--- config.mk ---
export PLATFORM = sky130hd
export DESIGN_NAME = axis_video_pattern_gen
export DESIGN_NICKNAME = d
export VERILOG_FILES = /design/src/rtl/video_pattern_pkg.sv /design/src/rtl/pattern_pixel_calc.sv /design/src/rtl/axis_video_pattern_gen.sv
export SDC_FILE = /design/constraint.sdc
export NUM_CORES = 1
export LEC_CHECK = 0
export BUFFER_PORTS_ARGS = -buffer_cell sky130_fd_sc_hd__buf_2
export CAP_MARGIN = 20
export CELL_PAD_IN_SITES_DETAIL_PLACEMENT = 1
export CELL_PAD_IN_SITES_GLOBAL_PLACEMENT = 1
export CORE_ASPECT_RATIO = 0.7
export CORE_UTILIZATION = 29
export CTS_CLUSTER_SIZE = 40
export DETAILED_ROUTE_END_ITERATION = 16
export GPL_TIMING_DRIVEN = 0
export PLACE_DENSITY = 0.58
export SLEW_MARGIN = 20
export SYNTH_ARGS = -nofsm -noshare
export SYNTH_HDL_FRONTEND = slang
export SYNTH_SLANG_ARGS = --single-unit
--- constraint.sdc ---
create_clock -name clk -period 8.14 [get_ports clk]
set_input_delay 1.628 -clock clk [delete_from_list [all_inputs] [get_ports clk]]
set_output_delay 1.628 -clock clk [all_outputs]
set_load 0.02 [all_outputs]
--- src/rtl/video_pattern_pkg.sv ---
// Shared modes, FSM encoding and width helper for the AXI4-Stream video pattern generator.
package video_pattern_pkg;

  localparam logic [1:0] MODE_SOLID   = 2'd0;
  localparam logic [1:0] MODE_CHECKER = 2'd1;
  localparam logic [1:0] MODE_GRAD    = 2'd2;
  localparam logic [1:0] MODE_BARS    = 2'd3;

  typedef enum logic [1:0] {
    ST_IDLE,
    ST_ACTIVE,
    ST_GAP
  } state_t;

  function automatic int clog2(input int v);
    int r;
    r = 1;
    for (int i = 1; i < 31; i++)
      if ((1 << i) < v) r = i + 1;
    return r;
  endfunction

endpackage

--- src/rtl/pattern_pixel_calc.sv ---
// Combinational pixel function: (x, y, mode, colours) -> pixel.
// Shared by the generator and the frame checker.
module pattern_pixel_calc
  import video_pattern_pkg::*;
#(
  parameter int WIDTH      = 32,
  parameter int DATA_WIDTH = 24,
  parameter int TILE_LOG2  = 3,
  parameter int XW         = 5,
  parameter int YW         = 4
) (
  input  logic [XW-1:0]         x,
  input  logic [YW-1:0]         y,
  input  logic [1:0]            mode,
  input  logic [DATA_WIDTH-1:0] fg_color,
  input  logic [DATA_WIDTH-1:0] bg_color,
  output logic [DATA_WIDTH-1:0] pixel
);

  localparam int CW   = DATA_WIDTH / 3;
  localparam int EW   = (XW > CW) ? XW : CW;
  localparam int BARW = (WIDTH / 8 > 0) ? WIDTH / 8 : 1;

  logic [XW-1:0] xs;
  logic [YW-1:0] ys;
  logic [EW-1:0] xe;
  logic [XW+2:0] bq;
  logic [2:0]    b;

  always_comb begin
    xs = x >> TILE_LOG2;
    ys = y >> TILE_LOG2;
    xe = EW'(x);
    // bar index saturates so leftover pixels of a non-multiple-of-8 width stay white
    bq = (XW+3)'(x) / (XW+3)'(BARW);
    b  = (bq > (XW+3)'(7)) ? 3'd7 : bq[2:0];
    pixel = fg_color;
    unique case (1'b1)
      mode == MODE_SOLID:   pixel = fg_color;
      mode == MODE_CHECKER: pixel = (xs[0] ^ ys[0]) ? bg_color : fg_color;
      mode == MODE_GRAD:    pixel = {3{xe[CW-1:0]}};
      mode == MODE_BARS:    pixel = {{CW{b[2]}}, {CW{b[1]}}, {CW{b[0]}}};
    endcase
  end

endmodule

--- src/rtl/axis_video_pattern_gen.sv ---
// AXI4-Stream video pattern source with SOF/EOL framing and back-pressure.
// Optional per-frame checksum ports when PATTERN_GEN_CHECKSUM_EN is defined.
module axis_video_pattern_gen
  import video_pattern_pkg::*;
#(
  parameter int WIDTH      = 32,
  parameter int HEIGHT     = 16,
  parameter int DATA_WIDTH = 24,
  parameter int TILE_LOG2  = 3,
  parameter int FRAME_GAP  = 4
) (
  input  logic                  clk,
  input  logic                  rst,
  input  logic                  enable,
  input  logic [1:0]            mode,
  input  logic [DATA_WIDTH-1:0] fg_color,
  input  logic [DATA_WIDTH-1:0] bg_color,
  output logic [DATA_WIDTH-1:0] m_axis_tdata,
  output logic                  m_axis_tvalid,
  input  logic                  m_axis_tready,
  output logic                  m_axis_tuser,
  output logic                  m_axis_tlast,
  output logic                  frame_done,
  output logic [15:0]           frame_count,
`ifdef PATTERN_GEN_CHECKSUM_EN
  output logic [31:0]           frame_checksum,
  output logic                  checksum_valid,
`endif
  output logic                  busy
);

  localparam int XW       = clog2(WIDTH);
  localparam int YW       = clog2(HEIGHT);
  localparam int GW       = clog2(FRAME_GAP + 1);
  localparam int GAP_LAST = (FRAME_GAP > 0) ? FRAME_GAP - 1 : 0;
  localparam bit NO_GAP   = (FRAME_GAP == 0);

  state_t                state;
  logic [XW-1:0]         x, nx, px_x;
  logic [YW-1:0]         y, ny, px_y;
  logic [GW-1:0]         gap_cnt;
  logic [1:0]            mode_q, px_mode;
  logic [DATA_WIDTH-1:0] fg_q, bg_q, px_fg, px_bg, pixel;
  logic                  xfer, last_px, gap_last, start;

  always_comb begin
    xfer     = m_axis_tvalid & m_axis_tready;
    last_px  = (x == XW'(WIDTH-1)) && (y == YW'(HEIGHT-1));
    gap_last = (gap_cnt == GW'(GAP_LAST));
    start    = enable & ((state == ST_IDLE)
             | ((state == ST_GAP) & gap_last)
             | (NO_GAP & (state == ST_ACTIVE) & xfer & last_px));
    nx = (x == XW'(WIDTH-1)) ? '0 : x + XW'(1);
    ny = y;
    if (x == XW'(WIDTH-1))
      ny = (y == YW'(HEIGHT-1)) ? '0 : y + YW'(1);
    // a frame start computes pixel (0,0) from the live config being latched
    px_x    = start ? '0 : nx;
    px_y    = start ? '0 : ny;
    px_mode = start ? mode : mode_q;
    px_fg   = start ? fg_color : fg_q;
    px_bg   = start ? bg_color : bg_q;
  end

  pattern_pixel_calc #(
    .WIDTH      (WIDTH),
    .DATA_WIDTH (DATA_WIDTH),
    .TILE_LOG2  (TILE_LOG2),
    .XW         (XW),
    .YW         (YW)
  ) u_calc (
    .x        (px_x),
    .y        (px_y),
    .mode     (px_mode),
    .fg_color (px_fg),
    .bg_color (px_bg),
    .pixel    (pixel)
  );

  assign busy = (state != ST_IDLE);

  always_ff @(posedge clk or posedge rst) begin
    if (rst) begin
      state         <= ST_IDLE;
      x             <= '0;
      y             <= '0;
      gap_cnt       <= '0;
      mode_q        <= '0;
      fg_q          <= '0;
      bg_q          <= '0;
      m_axis_tdata  <= '0;
      m_axis_tvalid <= 1'b0;
      m_axis_tuser  <= 1'b0;
      m_axis_tlast  <= 1'b0;
      frame_done    <= 1'b0;
      frame_count   <= '0;
    end else begin
      frame_done <= 1'b0;
      unique case (state)
        ST_IDLE: ;
        ST_ACTIVE: begin
          if (xfer) begin
            x <= nx;
            y <= ny;
            if (last_px) begin
              frame_done    <= 1'b1;
              frame_count   <= frame_count + 16'd1;
              m_axis_tvalid <= 1'b0;
              m_axis_tuser  <= 1'b0;
              m_axis_tlast  <= 1'b0;
              m_axis_tdata  <= '0;
              state         <= NO_GAP ? ST_IDLE : ST_GAP;
            end else begin
              m_axis_tdata <= pixel;
              m_axis_tuser <= 1'b0;
              m_axis_tlast <= (nx == XW'(WIDTH-1));
            end
          end
        end
        ST_GAP: begin
          if (gap_last) begin
            gap_cnt <= '0;
            state   <= ST_IDLE;
          end else begin
            gap_cnt <= gap_cnt + GW'(1);
          end
        end
        default: state <= ST_IDLE;
      endcase
      // later assignments win: a start overrides the end-of-frame/gap defaults
      if (start) begin
        state         <= ST_ACTIVE;
        mode_q        <= mode;
        fg_q          <= fg_color;
        bg_q          <= bg_color;
        x             <= '0;
        y             <= '0;
        m_axis_tvalid <= 1'b1;
        m_axis_tdata  <= pixel;
        m_axis_tuser  <= 1'b1;
        m_axis_tlast  <= 1'b0;
      end
    end
  end

`ifdef PATTERN_GEN_CHECKSUM_EN
  logic [31:0] acc, acc_n;

  always_comb
    acc_n = (m_axis_tuser ? 32'd0 : acc) + 32'(m_axis_tdata);

  always_ff @(posedge clk or posedge rst) begin
    if (rst) begin
      acc            <= '0;
      frame_checksum <= '0;
      checksum_valid <= 1'b0;
    end else begin
      checksum_valid <= 1'b0;
      if (xfer) begin
        acc <= acc_n;
        if (last_px) begin
          frame_checksum <= acc_n;
          checksum_valid <= 1'b1;
        end
      end
    end
  end
`endif

endmodule

Word-level counts from Yosys, hierarchy flattened
Index checks and enable logic that the tools add are counted.
Storage, ports and cells
  flip-flop bits (word level): 108
  bits of input ports: 54
  output and inout port bits: 45
  word-level logic and storage cells: 88
Operators by class
  $add $sub $neg: 4
  order comparisons: 1
  equal/unequal tests: 13
  multiplexer cells: 41
  bitwise operators: 5
  reduce and logical (&&, ||, !) cells: 11
Operators by type and width (number)
  $mux 24: 7
  $pmux 24 s4: 1
  $mux 5: 5
  $mux 4: 6
  $add 16x1->16 const B: 1
  $mux 1: 14
  $eq 5x5->1 const B: 2
  $mux 2: 5
  $ne 3x3->1 const B: 3
  $reduce_bool 2->1: 4
  $eq 2x2->1 const B: 3
  $mux 3: 2
  $pmux 2 s3: 1
  $reduce_and 3->1: 2
  $add 5x1->5 const B: 1
  $add 4x1->4 const B: 1
  $eq 2x1->1 const B: 2
  $eq 4x4->1 const B: 1
  $logic_not 2->1: 2
  $reduce_and 4->1: 1
  $add 3x1->3 const B: 1
  $and 1x1->1: 3
  $eq 3x2->1 const B: 1
  $gt 3x3->1 const B: 1
  other kinds (5): 5

Logic depth before layout (Yosys ltp)
  depth in word-level cells: 12
  mapped depth: 10
  mapped depth without buffers: 9

Hierarchy
From an unflattened synthesis, not the netlist that was laid out.
Unflattened totals
  cell total of the unflattened synthesis: 445
  area, all modules: 5285.1 sq um
Modules (own cells, without submodules)
  axis_video_pattern_gen: instances 1, cells each 319, area each 4389.2 sq um, sequential area each 2702.6 sq um
  pattern_pixel_calc: instances 1, cells each 126, area each 895.9 sq um, sequential area each 0.0 sq um

Least setup slack after synthesis
OpenSTA, ideal clock, no wires.
  path kind: input to register
  start: input port enable
  end: register m_axis_tdata[1]
  library setup time: 0.132 ns
  data arrival time: 2.793 ns
  data required time: 8.008 ns
  slack: 5.214 ns
  stages on the path: 7
  path buffers: 1
  cell sequence: nand2b_1 a21oi_2 buf_2 mux2_2 nand2b_1 a32oi_1 o21ai_1
Between the ends
  elaborated cells between the ends (all ways): 22
  classes of those cells: order compare (1); eq/ne (3); mux (12); bitwise (2); reduce/logical (4)
RTL lines
  from (decl): RTL line axis_video_pattern_gen.sv:14  | input logic enable,
  $and 1x1->1 *: RTL line axis_video_pattern_gen.sv:50  | start = enable & ((state == ST_IDLE)
  $mux 24 *
  via px_fg[1]: RTL line axis_video_pattern_gen.sv:43  | logic [DATA_WIDTH-1:0] fg_q, bg_q, px_fg, px_bg, pixel;
  $mux 24: RTL line pattern_pixel_calc.sv:40  | mode == MODE_CHECKER: pixel = (xs[0] ^ ys[0]) ? bg_color : fg_color;
  $pmux 24 s4 *: RTL line pattern_pixel_calc.sv:38  | unique case (1'b1)
  $mux 24: RTL line axis_video_pattern_gen.sv:105  | if (last_px) begin
  $mux 24: RTL line axis_video_pattern_gen.sv:102  | if (xfer) begin
  $mux 24: RTL line axis_video_pattern_gen.sv:99  | unique case (state)
  $mux 24 *: RTL line axis_video_pattern_gen.sv:131  | if (start) begin
  to (signal assigned): RTL line axis_video_pattern_gen.sv:114  | m_axis_tdata <= pixel;
  to (signal assigned): RTL line axis_video_pattern_gen.sv:139  | m_axis_tdata <= pixel;
  to (decl): RTL line axis_video_pattern_gen.sv:18  | output logic [DATA_WIDTH-1:0] m_axis_tdata,
The timed path passes the listed nets; every way through them passes the cells marked *. The select of a mux whose other input is x is not followed.
A chain may end at the register's enable or synchronous reset.

Worst setup path in the final report
  start: input port enable
  end: register bg_q[19]
Between the ends
  word-level cells in the longest chain between the ends: 2
Ends and longest elaborated chain
  $and 1x1->1: RTL line axis_video_pattern_gen.sv:50
  $mux 24
  via px_bg[19]: RTL line axis_video_pattern_gen.sv:43
  to (signal assigned): RTL line axis_video_pattern_gen.sv:135  | bg_q <= bg_color;
  to (decl): RTL line axis_video_pattern_gen.sv:43
The timed path passes the listed nets, and every way through them passes these cells.

==> run_results.csv <==
group,metric,value,unit
final_layout,most-common-layout-cells,"nand2_1 (155), buf_2 (110), dfrtp_1 (108)",
power,p_per_area,355,nW/µm²
sta,hold_viol_final,0,
global_route,grt_antenna_before_repair,0,
drt,drt_iter0_markers,184,
global_route,grt_pass1_vias,4648,
clocking,cts_resized,0,
worst_setup_path,worstSetupPathDepth,9,
sta,min_period,3220,ps
clocking,clk_pin_slew_worst_paths,70,ps
worst_setup_path,rr_worst_depth,9,
place,hpwl,12200,µm
final_layout,nFillCells,2013,
logic_synthesis,synth_edf_count,0,
clocking,cts_root_buffer,"clkbuf_16",
place,placed_area,5910,µm²
logic_synthesis,syn-instance-count,547,
sta,whs,475,ps
worst_setup_path,worstReg2RegStart,"x[0]",
drt,wl,16500,µm
clocking,insertion_delay,360,ps
place,routabilityCongestion,0.819,
sta,finClkSkew,6.87,ps
sta,tns,0,ps
logic_synthesis,syn_area_per_cell,9.33,µm²
worst_setup_path,slowest_delay,350,ps
worst_setup_path,critPathCapture,"bg_q[19]",
logic_synthesis,yosys_warnings,0,
drt,wl_per_cell,18.5,µm
global_route,grt.overflow.total,0,
hold_path,holdCritPathClass,"flop to flop",
final_layout,mostFrequentLayoutCell,"nand2_1",
global_route,grt_start_max_net_pins,78,
sta,fin_crit_sh,0.396,
clocking,cts_tree,"done",
drt,drc,0,
final_layout,finalNetCount,717,
clocking,cts_max_level,3,
floorplan,die-area,18100,µm²
sta,slew_headroom,0.524,
job,maxCapViolations,0,
drt,drtPass1Iterations,4,
worst_setup_path,crit_chain,"buf_2 > nand2b_1 > a21oi_2 > buf_2 > buf_4 > buf_2 > buf_2 > nand2_1 > nand2_1",
worst_setup_path,reg2reg_slack,5260,ps
logic_synthesis,syn_nets,607,
final_layout,syn_to_final_growth,21.1,%
final_layout,final_util,0.360,
final_layout,drive_above_1_share,0.223,
drt,via_per_inst,4.95,
worst_setup_path,worst-path-max-fanout,10,
logic_synthesis,async_reset_ff_frac,1.00,
run_status,status,"finished, final reports clean",
drt,vias,4410,
power,p_leak,0.00302,µW
worst_setup_path,crit_path_frequent_cell,"buf_2",
clocking,numCtsBuffers,9,
sta,fmax,0.311,GHz
floorplan,row_count,40,
sta,finalSetupViolations,0,
clocking,postCtsHoldBufs,0,
sta,report.final.slew_viol_count,0,
logic_synthesis,ys_ff_latch,108,
floorplan,die_height,113,µm
logic_synthesis,synth_ff_type,"dfrtp_1",
hold_path,min_from,"fg_q[5]",
logic_synthesis,synth_area,5100,µm²
worst_setup_path,crit_type,"primary input to flop",
sta,worst_pin_slew,714,ps
floorplan,num_io_pins,99,
worst_setup_path,critPathLaunchType,"primary input",
worst_setup_path,required,8440,ps
drt,antenna_left,0,
power,peakVddDrop,0.105,mV
logic_synthesis,seq_area_frac_synth,0.530,
logic_synthesis,synth_cell_types,54,
clocking,clockBufferDepth,2,
clocking,postCtsSetupBuffers,0,
floorplan,die_w,161,µm
worst_setup_path,crit_path_end_kind,"flop",
worst_setup_path,crit_buf_inv,5,
place,portBuffers,98,
worst_setup_path,crit_family,"buffers and inverters",
final_layout,finish.instance_area,6180,µm²
global_route,grt_use_total,0.195,
final_layout,antennaDiodeCount,0,
worst_setup_path,startpoint,"enable",
worst_setup_path,worstPathArrival,3520,ps
clocking,cts.sinks,108,
floorplan,coreArea,17200,µm²
worst_setup_path,r2r_end,"m_axis_tdata[14]",
worst_setup_path,crit_slowest_cell,"buf_2",
sta,rsz0062_at_grt,"false",
floorplan,start_util,0.297,
global_route,grt_pass1_wl,26700,µm
power,power,2190,µW
[worst register-to-register path: cells and delay by family (launching register included)]
kind	cells	cell delay [ps]
flops	1	470
buf+inv	2	690
fa+ha+maj	2	520
compound gates	1	320
simple gates	4	770
[power by group]
group | switching (µW) | internal, µW | total (µW)
Sequential | 114 | 733 | 847
Clock | 198 | 213 | 410
Combinational | 595 | 339 | 934
Total | 907 | 1280 | 2190
[registers in the layout (all words and copies together), names as in the netlist]
register and cells:
bg_q 24, fg_q 24, m_axis_tdata 24, frame_count 16
x 5, y 4, gap_cnt 3, mode_q 2
state 2, frame_done 1, m_axis_tlast 1, m_axis_tuser 1
m_axis_tvalid 1
[cell families (layout without fill, tap and decap cells)]
group,count (synthesis),after routing,share of synthesized area
AO/OA/AOI/OAI,107,107,0.133
XOR/XNOR,18,18,0.0309
adder cells (fa/ha/maj),6,6,0.0147
buffers and inverters,39,152,0.0346
flip-flops,108,108,0.530
multiplexers,21,21,0.0441
AND/OR/NAND/NOR,248,248,0.213
[final cells by class]
cell class                      instances  area [µm²]  area share
Clock inverter                          4        27.5     0.00445
Buffer                                 28         135      0.0219
Sequential cell                       108        2700       0.437
Inverter                               11        46.3     0.00749
Timing Repair Buffer                   99         518      0.0838
Clock buffer                           10         239      0.0387
Tap cell                              231         289      0.0468
Multi-Input combinational cell        400        2220       0.360
[worst min path at each step]
stage                                 end  slack (ps)  cells after the start
after global placement    frame_count[15]         450                      1
after floorplan                  fg_q[13]         430                      2
after global routing             fg_q[13]         500                      2
after CTS                        bg_q[20]         480                      2
final                             fg_q[5]         480                      2
after detailed placement          fg_q[7]         460                      2
[Yosys cell counts, types with 3 or more instances]
master | n | area share
a21o_1 | 3 | 0.0044
o22ai_1 | 3 | 0.0037
buf_2 | 12 | 0.012
mux2i_1 | 12 | 0.024
nand3_1 | 15 | 0.015
a22oi_1 | 5 | 0.0074
clkbuf_1 | 11 | 0.0081
mux2_2 | 8 | 0.018
buf_4 | 4 | 0.0059
xor2_1 | 8 | 0.014
o21ai_1 | 17 | 0.017
nand2_1 | 155 | 0.11
a21oi_1 | 27 | 0.026
o32ai_1 | 12 | 0.021
nor3_1 | 7 | 0.0069
ha_1 | 6 | 0.015
nand4_1 | 6 | 0.0074
nand2b_1 | 7 | 0.0086
nor2_1 | 36 | 0.026
xnor2_1 | 10 | 0.017
o211ai_1 | 5 | 0.0074
dfrtp_1 | 108 | 0.53
o21ai_0 | 19 | 0.019
a32oi_1 | 4 | 0.0069
inv_1 | 11 | 0.0081
[per-layer routing]
layer,routed length [µm],GRT usage,share of wire
met1,8150,0.280,0.49
met2,7290,0.296,0.44
met3,879,0.0422,0.053
met4,187,0.0483,0.011
met5,0,0,0
[through the flow]
step	setup slack, ps	std cells
finish	4920	891
global route	4730	891
CTS	4890	891
detailed placement	4530	877
global placement	2290	876
floorplan	3670	547
No activity file was read; power rests on OpenSTA's default activity.
